File: config.mk
export PLATFORM = sky130hd
export DESIGN_NAME = issue_queue_flat
export DESIGN_NICKNAME = d
export VERILOG_FILES = /design/src/rtl/issue_queue_if.sv /design/src/rtl/issue_queue.sv /design/src/flat_wrapper.sv
export SDC_FILE = /design/constraint.sdc
export NUM_CORES = 1
export LEC_CHECK = 0
export BUFFER_PORTS_ARGS = -buffer_cell sky130_fd_sc_hd__buf_2
export CAP_MARGIN = 20
export CORE_MARGIN = 2
export CORE_UTILIZATION = 35
export CTS_CLUSTER_DIAMETER = 80
export DETAILED_ROUTE_END_ITERATION = 6
export PLACE_DENSITY_LB_ADDON = 0.05
export SLEW_MARGIN = 20
export SYNTH_ARGS = -nofsm -noshare
export SYNTH_HDL_FRONTEND = slang
export SYNTH_SLANG_ARGS = --single-unit
File: constraint.sdc
create_clock -name clk -period 4.5 [get_ports clk]
set_input_delay 0.675 -clock clk [delete_from_list [all_inputs] [get_ports clk]]
set_output_delay 0.675 -clock clk [all_outputs]
set_load 0.005 [all_outputs]
File: src/rtl/issue_queue_if.sv
// issue_queue_if: producer/consumer signals of the in-order multi-lane issue queue.
interface issue_queue_if #(
    parameter int WIDTH = 32,
    parameter int LANES = 2,
    parameter int DEPTH = 8
);
    logic [$clog2(LANES+1)-1:0]  in_count;
    logic [LANES-1:0][WIDTH-1:0] in;
    logic                        in_ready;
    logic [LANES-1:0][WIDTH-1:0] out;
    logic [LANES-1:0]            out_valid;
    logic [LANES-1:0]            can_proceed;
    logic [$clog2(DEPTH+1)-1:0]  count;
    modport master (output in_count, in, can_proceed, input in_ready, out, out_valid, count);
    modport slave  (input in_count, in, can_proceed, output in_ready, out, out_valid, count);
endinterface

File: src/rtl/issue_queue.sv
// issue_queue: circular in-order buffer accepting and presenting up to LANES entries per cycle.
module issue_queue #(
    parameter int WIDTH = 32,
    parameter int LANES = 2,
    parameter int DEPTH = 8
) (
    input logic          clk,
    input logic          reset,
    input logic          flush,
    issue_queue_if.slave io
);
    localparam int PW = $clog2(DEPTH);
    localparam int CW = $clog2(DEPTH+1);
    logic [WIDTH-1:0] mem_q [DEPTH];
    logic [PW-1:0]    head_q, head_d, tail_q, tail_d;
    logic [CW-1:0]    count_q, count_d, take, acc;
    logic [LANES-1:0] valid;
    logic             rdy, run;
    always_comb begin
        rdy = CW'(DEPTH) - count_q >= CW'(LANES);
        take = '0;
        run = 1'b1;
        // retire only the unbroken prefix of accepting lanes
        for (int i = 0; i < LANES; i++) begin
            valid[i] = CW'(i) < count_q;
            io.out[i] = valid[i] ? mem_q[head_q + PW'(i)] : '0;
            run = run & valid[i] & io.can_proceed[i];
            take = take + CW'(run);
        end
        acc = !rdy ? '0 : CW'(io.in_count) > CW'(LANES) ? CW'(LANES) : CW'(io.in_count);
        head_d = head_q + PW'(take);
        tail_d = tail_q + PW'(acc);
        count_d = count_q - take + acc;
        io.out_valid = valid;
        io.in_ready = rdy;
        io.count = count_q;
    end
    always_ff @(negedge clk) begin
        if (reset || flush) begin
            head_q <= '0;
            tail_q <= '0;
            count_q <= '0;
        end else begin
            head_q <= head_d;
            tail_q <= tail_d;
            count_q <= count_d;
        end
    end
    always_ff @(negedge clk) begin
        for (int j = 0; j < LANES; j++)
            if (!reset && !flush && CW'(j) < acc) mem_q[tail_q + PW'(j)] <= io.in[j];
    end
endmodule

File: src/flat_wrapper.sv
// flat-port wrapper written by rule: the top's interface ports become plain ports
module issue_queue_flat 
#(
    parameter int WIDTH = 32,
    parameter int LANES = 2,
    parameter int DEPTH = 8
)
  (clk, reset, flush, io_in_count, io_in, io_can_proceed, io_in_ready, io_out, io_out_valid, io_count);
  issue_queue_if #(.WIDTH(WIDTH), .LANES(LANES), .DEPTH(DEPTH)) io_i ();
  input logic clk;
  input logic reset;
  input logic flush;
  input wire logic [$bits(io_i.in_count)-1:0] io_in_count;
  input wire logic [$bits(io_i.in)-1:0] io_in;
  input wire logic [$bits(io_i.can_proceed)-1:0] io_can_proceed;
  output wire logic [$bits(io_i.in_ready)-1:0] io_in_ready;
  output wire logic [$bits(io_i.out)-1:0] io_out;
  output wire logic [$bits(io_i.out_valid)-1:0] io_out_valid;
  output wire logic [$bits(io_i.count)-1:0] io_count;
  assign io_i.in_count = io_in_count;
  assign io_i.in = io_in;
  assign io_i.can_proceed = io_can_proceed;
  assign io_in_ready = io_i.in_ready;
  assign io_out = io_i.out;
  assign io_out_valid = io_i.out_valid;
  assign io_count = io_i.count;
  issue_queue #(.WIDTH(WIDTH), .LANES(LANES), .DEPTH(DEPTH)) u_core (.clk(clk), .reset(reset), .flush(flush), .io(io_i));
endmodule
# After elaboration in Yosys (flattened, before gate mapping)
# Memories as Yosys holds them, arrays and structs flattened. A register that Yosys moved wholly into a read port is not among the register bits.
# Cells that the tools add are included.
[word_totals]
register_bits = 10
ram_bits = 256
input_bits = 71
wordCells = 36
n_memories = 1
[memory_table]
columns = ["name", "depth", "word_bits", "read_ports", "rd_clocked_by_memory_dff", "wr", "line", "rtl"]
rows = [
  ["u_core.mem_q", 8, 32, 2, 1, 2, "issue_queue.sv:14", "logic [WIDTH-1:0] mem_q [DEPTH];"],
]
[classes]
addsub = 8
magnitude_cmp = 6
muxes = 9
bitwise = 3
reduce_logical = 6
[ops]
columns = ["operator", "n"]
rows = [
  ["32-bit 2-to-1 mux", 2],
  ["1-bit by 4-bit < comparator with 1-bit output (first input constant)", 4],
  ["3-bit by 1-bit adder with 3-bit output (second input constant)", 2],
  ["3-bit adder", 2],
  ["4-bit adder", 1],
  ["4-bit by 2-bit >= comparator with 1-bit output (second input constant)", 1],
  ["1-bit 2-to-1 mux", 4],
  ["4-bit 2-to-1 mux", 1],
  ["4-bit subtractor", 1],
  ["4-bit subtractor (first input constant)", 1],
  ["1-bit bitwise AND", 3],
  ["1-bit logical AND", 3],
  ["3-bit 2-to-1 mux", 1],
  ["1-bit by 1-bit adder with 2-bit output", 1],
  ["2-bit greater-than comparator (second input constant)", 1],
  ["1-bit logical NOT", 2],
  ["2-bit 2-to-1 mux", 1],
  ["1-bit logical OR", 1],
]

# Depth between registers and ports, before layout
# Gate-level depths: netlist of the first run.
[logic_depth]
word_depth = 7
depth_mapped = 15

==> metrics.yaml, run 1 <==
die_y_um: 222.6
violations: "negative setup slack"
status: "finished, violations left"
yosys.cell_types.count: 35
ioPinCount: 142
routedWlPerCell_um: 24.60
rsz0062_at_grt: "true"
netlist_area_sq_mm: 0.01672
cts_tree: "yes"
cp.arrival_ns: 4.67
fp-row-count: 80
vdd.ir_drop.worst_v: 0.0002192
place_congestion: 0.7249
final_cell_mix: "inv_1 (282), edfxtp_1 (256), mux2_4 (240)"
drv_cap: 0
die_w_um: 222.6
finalMaxSlewViolations: 0
antenna_found_initial: 4
crit_slowest_cell: "mux4_2"
clock_sinks: 266
met3_length_um: 2435
setup_slack_ns: -0.8408
grt_pass1_wl_um: 76160
design_area_sq_mm: 0.02221
final_util_pct: 46.81
total_power_mw: 10.12
worstPathMaxFanout: 13
routed_wl_um: 52380
drive_above_1_share_pct: 52.44
synth_edf_count: 256
synthFlopType: "edfxtp_1"
cp.required_ns: 3.83
start_util_pct: 35.24
syn-num-nets: 1077
async_flop_share_pct: 0
tightestPinTransition_ns: 0.4899
dr.pass1.iters: 5
portBuffers: 141
yosysSeqAreaShare_pct: 47.17
root_buffer: "clkbuf_16"
viasPerCell: 5.153
antenna_cells: 0
synth_cells: 990
hp-class: "reg2reg"
worstSetupPathType: "reg2out"
cts_inserted_buffers: 35
grt_max_degree: 43
ys_seq_elements: 266
core_sq_mm: 0.04745
ys_warn_count: 0
postRouteAntennaNets: 0
dp_hpwl_um: 32670
die-area_sq_mm: 0.04954
wl_met1_um: 22340
p_leak_nw: 8.994
topRoutingLayerUsed: "met5"
cp-end-kind: "output pin"
crit_chain: "ha_4, buf_12, buf_4, mux4_2, nand2_1, a21oi_2, buf_2"
cts.hold.buffers_added: 0
dr_wl_met2_um: 26570
p_per_area_mw_per_mm2: 455.8
setup_viol: 67
finalHoldViolations: 0
slew_headroom_pct: 67.34
drt_iter0_drc: 567
clk_latency_ns: 0.61
gr-total-overflow: 0
vias: 10970
synth_area_per_cell_sq_um: 16.89
areaGrowthSynthToFinish_pct: 32.82
placed_cell_area_sq_mm: 0.01942
nets: 1580
clock_path_buffers: 3
cts.clk_slew.worst_paths_ns: 0.03
cpPeakStageDelay_ns: 0.47
drc_errors: 0
start_kind: "flop"
grt_pass1_vias: 12338
fin_worst_skew_ns: 0.02483
h-tree-depth: 2
final_common_cell: "inv_1"
gr-usage-all-layers_pct: 21.18
-- what timing repair did --
| action | in CTS | in global routing |
|---|---|---|
| buffers inserted | 11 | 5 |
| resized for setup | 52 | 24 |
| pin swaps | 8 | 5 |
| endpoints found under the setup margin | 67 | 67 |
| cloned | 5 | 4 |
-- cell families (layout without fill, tap and decap cells) --
| logic type | count (synthesis) | count (layout) | share of synthesized area [%] |
|---|---|---|---|
| flip-flops | 266 | 266 | 47.17 |
| multiplexers | 416 | 416 | 41.78 |
| AND/OR/NAND/NOR | 142 | 142 | 3.712 |
| buffers and inverters | 89 | 613 | 3.240 |
| adder cells (fa/ha/maj) | 16 | 16 | 1.377 |
| AO/OA/AOI/OAI | 51 | 51 | 2.080 |
| XOR/XNOR | 10 | 10 | 0.6360 |
-- flip-flops by register name (all words and copies together) (netlist names) --
name,cells
u_core.mem_q,256
u_core.io.count,4
u_core.head_q,3
u_core.tail_q,3
-- stage by stage --
| stage | cells | hold WS [ns] | setup WS [ns] | TNS [ns] |
|---|---|---|---|---|
| 6_report | 2129 | 0.6596 | -0.8408 | -45.26 |
| 5_1_grt | 2129 | 0.6937 | -0.8981 | -51.95 |
| 4_1_cts | 2122 | 0.6633 | -0.8429 | -48.47 |
| 3_5_place_dp | 1783 | 0.6524 | -0.3502 | -75.05 |
| 3_3_place_gp | 1783 | 0.6583 | -0.3816 | -77.83 |
| 2_1_floorplan | 990 | 0.5827 | -0.2050 | -13.27 |
-- synthesized netlist by cell type (2+ instances only) --
library cell  number  area [sq um]
a21oi_1           41         205.2
a21oi_4            8         130.1
and2_1             8         50.05
buf_1              6         22.52
buf_2             19         95.09
buf_6             24         270.3
clkbuf_1          23         86.33
dfxtp_1           10         200.2
edfxtp_1         256          7687
fa_1               4         80.08
ha_1              12         150.1
inv_1             15         56.30
mux2_2            16         180.2
mux2_4           240          3603
mux2i_1           32         320.3
mux4_2           128          2883
nand2_1           69         259.0
nand3_1           12         60.06
nor2_1            43         161.4
nor3_1             2         10.01
xnor2_1            5         43.79
xor2_1             4         35.03
-- cell type report --
class,instances,area [sq um]
Timing Repair Buffer,274,2718
Sequential cell,266,7909
Inverter,15,66.31
Clock buffer,36,900.9
Multi-Input combinational cell,635,8628
Tap cell,615,769.5
Fill cell,4321,25240
Clock inverter,288,1217
-- final timing paths --
path                      start                  to  cells past startpoint  slack [ns]
max reg2reg  u_core.io.count[0]  u_core.io.count[3]                     15        1.66
min reg2reg  u_core.io.count[3]  u_core.io.count[3]                      4        0.66
max            u_core.head_q[1]          io_out[32]                      7       -0.84
min          u_core.io.count[3]  u_core.io.count[3]                      4        0.66
-- worst max-delay path, delay by kind of cell, from the launching register on --
kind | cells | cell delay, ns
adder cells (fa/ha/maj) | 1 | 0.32
flip-flops | 1 | 0.35
buffers and inverters | 3 | 0.48
multiplexers | 1 | 0.47
AO/OA/AOI/OAI | 1 | 0.11
AND/OR/NAND/NOR | 1 | 0.09
-- layer usage --
layer / vias to the layer above / track usage (%)
met5: - / 0
met4: 8 / 8.941
met3: 79 / 5.739
met2: 279 / 35.44
met1: 5653 / 25.79
li1: 4951 / -
-- where the power goes --
part / total (mW) / internal [mW] / switching, mW
Sequential: 2.98 / 2.91 / 0.0693
Combinational: 3.46 / 1.80 / 1.66
Clock: 3.69 / 1.99 / 1.69
Total: 10.1 / 6.70 / 3.42
Power figures use the tool's default switching activity.
==> run 2: changes to the inputs <==
--- a/config.mk
+++ b/config.mk
@@ -12,6 +12,7 @@
 export CTS_CLUSTER_DIAMETER = 80
 export DETAILED_ROUTE_END_ITERATION = 6
 export PLACE_DENSITY_LB_ADDON = 0.05
+export RECOVER_POWER = 25
 export SLEW_MARGIN = 20
 export SYNTH_ARGS = -nofsm -noshare
 export SYNTH_HDL_FRONTEND = slang
==> metrics.yaml, run 2 (same netlist as run 1, synthesis figures left out) <==
slew_headroom_pct: 50.62  # -17 points
vdd.ir_drop.worst_v: 0.0002192  # about the same
p_leak_nw: 8.958  # -0.40%
register_area_sq_mm: 0.007909  # unchanged
antenna_found_initial: 4  # unchanged
areaGrowthSynthToFinish_pct: 31.73
drt_iter0_drc: 621  # +9.5%
status: "finished, violations left"
design_area_sq_mm: 0.02203  # -0.82%
setup_slack_ns: -0.8419  # -0.001042 ns
routed_wl_um: 52480  # +0.19%
cpPeakStageDelay_ns: 0.47  # about the same
crit_family: "buffers and inverters"
start_util_pct: 35.24  # unchanged
die_y_um: 222.6  # unchanged
largest_reg_flops: 256  # unchanged
worstPathMaxFanout: 13  # unchanged
antenna_cells: 0  # unchanged
hp-class: "reg2reg"
finalHoldViolations: 0  # unchanged
setup_viol: 67  # unchanged
p_per_area_mw_per_mm2: 457.7  # +0.42%
cts_tree: "yes"
dr.pass1.iters: 5  # unchanged
final_cell_mix: "inv_1 (282), edfxtp_1 (256), mux2_4 (240)"
finalMaxSlewViolations: 0  # unchanged
h-tree-depth: 2  # unchanged
grt_pass1_vias: 12338  # unchanged
cts.clk_slew.worst_paths_ns: 0.03  # about the same
placed_cell_area_sq_mm: 0.01942  # unchanged
drive_above_1_share_pct: 51.98  # -0.46 points
cp-end-kind: "output pin"
routedWlPerCell_um: 24.65  # +0.19%
place_congestion: 0.7249  # unchanged
start_kind: "flop"
vias: 10987  # +0.15%
core_sq_mm: 0.04745  # unchanged
die_w_um: 222.6  # unchanged
portBuffers: 141  # unchanged
dp_hpwl_um: 32670  # unchanged
final_common_cell: "inv_1"
worstSetupPathType: "reg2out"
fp-row-count: 80  # unchanged
drc_errors: 0  # unchanged
postRouteAntennaNets: 0  # unchanged
gr-total-overflow: 0  # unchanged
crit_buf_inv: 3  # unchanged
clock_sinks: 266  # unchanged
viasPerCell: 5.161  # +0.15%
nets: 1580  # unchanged
clk_latency_ns: 0.61  # about the same
cts.hold.buffers_added: 0  # unchanged
die-area_sq_mm: 0.04954  # unchanged
crit_chain: "ha_4, buf_12, buf_4, mux4_2, nand2_1, a21oi_2, buf_2"
cts_inserted_buffers: 35  # unchanged
fin_worst_skew_ns: 0.02348  # -0.001358 ns
tightestPinTransition_ns: 0.7407  # +0.2508 ns
grt_pass1_wl_um: 76160  # unchanged
hold_ws_ns: 0.6600  # +0.0004120 ns
ioPinCount: 142  # unchanged
gr-usage-all-layers_pct: 21.18  # unchanged
rsz0062_at_grt: "true"
largest_register: "u_core.mem_q"
violations: "negative setup slack"
cp.arrival_ns: 4.67  # about the same
multi_input_area_sq_mm: 0.008573  # -0.64%
cp.required_ns: 3.83  # about the same
crit_slowest_cell: "mux4_2"
drv_cap: 0  # unchanged
root_buffer: "clkbuf_16"
clock_path_buffers: 3  # unchanged
fill_cells: 4347  # +0.60%
grt_max_degree: 43  # unchanged
[run 2: changes by cell type in the layout (fill, tap and decap cells not counted)]
cell      change
buf_12        -8
clkbuf_2      +8
a21oi_4       -5
buf_4         -5
a21oi_1       +4
clkbuf_4      +3
and2_0        +2
a21oi_2       +1
and2_1        -1
and2_4        -1
and4bb_1      +1
and4bb_2      -1
buf_2         +1
clkbuf_1      +1
[run 2: power by group]
part | switching (mW) | internal [mW]
clock network | 1.70 | 1.99
registers | 0.0694 | 2.91
logic | 1.63 | 1.78
total | 3.40 | 6.68
[run 2: cell type report]
type | count | share of cell area [%]
clock buffer | 36 | 4.090
tap | 615 | 3.493
clock inverter | 288 | 5.527
timing repair buffer | 274 | 11.76
inverter | 15 | 0.3011
multi-input combinational | 635 | 38.92
sequential | 266 | 35.90
[run 2: timing repair]
action | in CTS | in global routing
pin swaps | 8 | 5
setup buffers | 11 | 5
gates resized for setup | 52 | 24
endpoints found under the setup margin | 67 | 67
cloned | 5 | 4
[run 2: final timing paths]
| check | to | depth (start not counted) | slack [ns] | from |
|---|---|---|---|---|
| worst max-delay path | io_out[32] | 7 | -0.84 | u_core.head_q[1] |
| worst min-delay path | u_core.io.count[3] | 4 | 0.66 | u_core.io.count[3] |
| worst min register to register | u_core.io.count[3] | 4 | 0.66 | u_core.io.count[3] |
| worst max register to register | u_core.io.count[3] | 15 | 1.63 | u_core.io.count[0] |
[run 2: per-layer routing]
layer  vias to the layer above  global-route usage (%)  part of all wire [%]
met5                         -                       0                  0.11
met2                       277                   35.44                    51
met4                         8                   8.941                   1.9
met3                        79                   5.739                   4.6
met1                      5673                   25.79                    43
li1                       4950                       -                     -
[run 2: stage by stage]
step	instances	TNS (ns)	util, %	setup slack, ns	total power, mW
floorplan	990	-13.27	-	-0.2050	5.269
CTS	2122	-48.47	46.37	-0.8429	10.26
global placement	1783	-77.83	40.94	-0.3816	6.460
global route	2129	-51.99	46.43	-0.8981	10.76
finish	2129	-45.27	46.43	-0.8419	10.08
detailed placement	1783	-75.05	40.94	-0.3502	6.461
[run 2: worst min-delay path, cell delays in order, from the launching register on]
cell	delay [ns]
dfxtp_2	0.31
inv_2	0.06
ha_4	0.12
xnor2_1	0.05
nor2_1	0.07
==> run 3: changes to the inputs <==
--- a/config.mk
+++ b/config.mk
@@ -5,12 +5,12 @@
 export SDC_FILE = /design/constraint.sdc
 export NUM_CORES = 1
 export LEC_CHECK = 0
-export BUFFER_PORTS_ARGS = -buffer_cell sky130_fd_sc_hd__buf_2
 export CAP_MARGIN = 20
 export CORE_MARGIN = 2
 export CORE_UTILIZATION = 35
 export CTS_CLUSTER_DIAMETER = 80
 export DETAILED_ROUTE_END_ITERATION = 6
+export DONT_BUFFER_PORTS = 1
 export PLACE_DENSITY_LB_ADDON = 0.05
 export RECOVER_POWER = 25
 export SLEW_MARGIN = 20
==> metrics.yaml, run 3 (same netlist as run 1, synthesis figures left out) <==
status: "finished, violations left"
violations: "negative setup slack"
r2r-start: "u_core.io.count[1]"
gr-total-overflow: 0  # unchanged
cp-end-kind: "output pin"
largest_reg_flops: 256  # unchanged
die_w_um: 222.6  # unchanged
fin_worst_skew_ns: 0.02362  # +0.0001456 ns
die-area_sq_mm: 0.04954  # unchanged
finalMaxSlewViolations: 0  # unchanged
setup_slack_ns: -0.6737  # +0.1681 ns
die_y_um: 222.6  # unchanged
dp_hpwl_um: 32160  # -1.6%
tightestPinTransition_ns: 0.9111  # +0.1704 ns
routed_wl_um: 52640  # +0.31%
ioPinCount: 142  # unchanged
rrSetupSlack_ns: 1.60  # -0.03 ns
cts_tree: "yes"
vias: 10539  # -4.1%
routedWlPerCell_um: 26.15  # +6.1%
cts.clk_slew.worst_paths_ns: 0.03  # about the same
min_path_cells: 4  # unchanged
hp-class: "reg2reg"
dr.pass1.iters: 5  # unchanged
fp-row-count: 80  # unchanged
slew_headroom_pct: 39.26  # -11 points
drive_above_1_share_pct: 51.22  # -0.77 points
viasPerCell: 5.235  # +1.5%
antenna_found_initial: 0  # -4
clk_latency_ns: 0.61  # about the same
gr-usage-all-layers_pct: 20.87  # -0.31 points
r2r-end: "u_core.io.count[3]"
cts.hold.buffers_added: 0  # unchanged
drc_errors: 0  # unchanged
cp.arrival_ns: 4.50  # -0.17 ns
drt_iter0_drc: 499  # -20%
final_common_cell: "inv_1"
portBuffers: 0  # -100%
core_sq_mm: 0.04745  # unchanged
nets: 1464  # -7.3%
design_area_sq_mm: 0.02166  # -1.7%
clock_path_buffers: 3  # unchanged
grt_max_degree: 25  # -42%
grt_pass1_wl_um: 74680  # -1.9%
worstRegToRegCells: 15  # unchanged
vdd.ir_drop.worst_v: 0.0002442  # +11%
cts_inserted_buffers: 36  # +2.9%
rsz0062_at_grt: "true"
final.setup.tns_ns: -39.04  # +6.235 ns
holdPathEnd: "u_core.io.count[3]"
start_kind: "flop"
antenna_cells: 0  # unchanged
grt_pass1_vias: 11793  # -4.4%
hold_ws_ns: 0.6638  # +0.003862 ns
largest_register: "u_core.mem_q"
cp.required_ns: 3.83  # about the same
register_area_sq_mm: 0.007906  # about the same
hold_path.startpoint: "u_core.io.count[3]"
multi_input_area_sq_mm: 0.008725  # +1.8%
drv_cap: 0  # unchanged
worstPathMaxFanout: 8  # -5
p_per_area_mw_per_mm2: 463.0  # +1.2%
postRouteAntennaNets: 0  # unchanged
clock_sinks: 266  # unchanged
place_congestion: 0.7451  # +2.8%
areaGrowthSynthToFinish_pct: 29.52
setup_viol: 67  # unchanged
h-tree-depth: 2  # unchanged
placed_cell_area_sq_mm: 0.01855  # -4.5%
p_leak_nw: 8.455  # -5.6%
worstSetupPathType: "reg2out"
start_util_pct: 35.24  # unchanged
final_cell_mix: "inv_1 (280), edfxtp_1 (256), mux2_4 (240)"
root_buffer: "clkbuf_16"
finalHoldViolations: 0  # unchanged
fill_cells: 4279  # -1.6%
-- run 3: worst max-delay path by stage --
| stage | from | end | slack (ns) | cells after the start |
|---|---|---|---|---|
| 2_1_floorplan | io_can_proceed[0] | u_core.io.count[3] | -0.20 | 10 |
| 3_3_place_gp | io_can_proceed[0] | u_core.io.count[3] | -0.25 | 10 |
| 3_5_place_dp | flush | u_core.mem_q[3][31] | -0.23 | 6 |
| 4_1_cts | u_core.head_q[0] | io_out[21] | -0.72 | 7 |
| 5_1_grt | u_core.head_q[0] | io_out[50] | -0.75 | 6 |
| 6_report | u_core.head_q[0] | io_out[33] | -0.67 | 6 |
-- run 3: stage by stage --
stage                     power [mW]  instances  util (%)  setup WS, ns
after floorplan                5.269        990         -       -0.2050
after global placement         6.083       1634     39.09       -0.2470
after detailed placement       6.082       1634     39.09       -0.2279
after CTS                      10.06       1988     45.08       -0.7226
after global routing           10.70       2013     45.65       -0.7532
final                          10.03       2013     45.65       -0.6737
-- run 3: final cells by class --
class | count | share of cell area, %
Sequential cell | 266 | 36.51
Clock buffer | 38 | 4.391
Inverter | 15 | 0.3178
Timing Repair Buffer | 157 | 9.440
Tap cell | 615 | 3.553
Multi-Input combinational cell | 635 | 40.29
Clock inverter | 287 | 5.506
-- run 3: what timing repair did --
| item | 4_1_cts | 5_1_grt |
|---|---|---|
| buffers inserted | 26 | 17 |
| pin swaps | 14 | 16 |
| endpoints found under the setup margin | 67 | 67 |
| cloned | 4 | 9 |
| gates resized for setup | 98 | 32 |
-- run 3: critical path: stages (launching register included) --
cell     delay, ns
dfxtp_4       0.36
ha_4          0.29
buf_12        0.15
buf_12        0.16
mux4_2        0.51
nand2_2       0.10
a21oi_4       0.08
-- run 3: metal layers --
metal | global-route usage [%] | routed length (um) | up-vias
met5 | 0 | 0 | -
met4 | 7.967 | 738 | 0
met3 | 7.300 | 3038 | 54
met2 | 34.89 | 26900 | 258
met1 | 24.72 | 21960 | 5506
li1 | - | - | 4721
-- run 3: power by group --
group / switching [mW] / leakage (nW) / total, mW / internal, mW
clock network: 1.68 / 1.98 / 3.69 / 2.01
registers: 0.0760 / 2.40 / 2.99 / 2.91
logic: 1.60 / 4.07 / 3.35 / 1.75
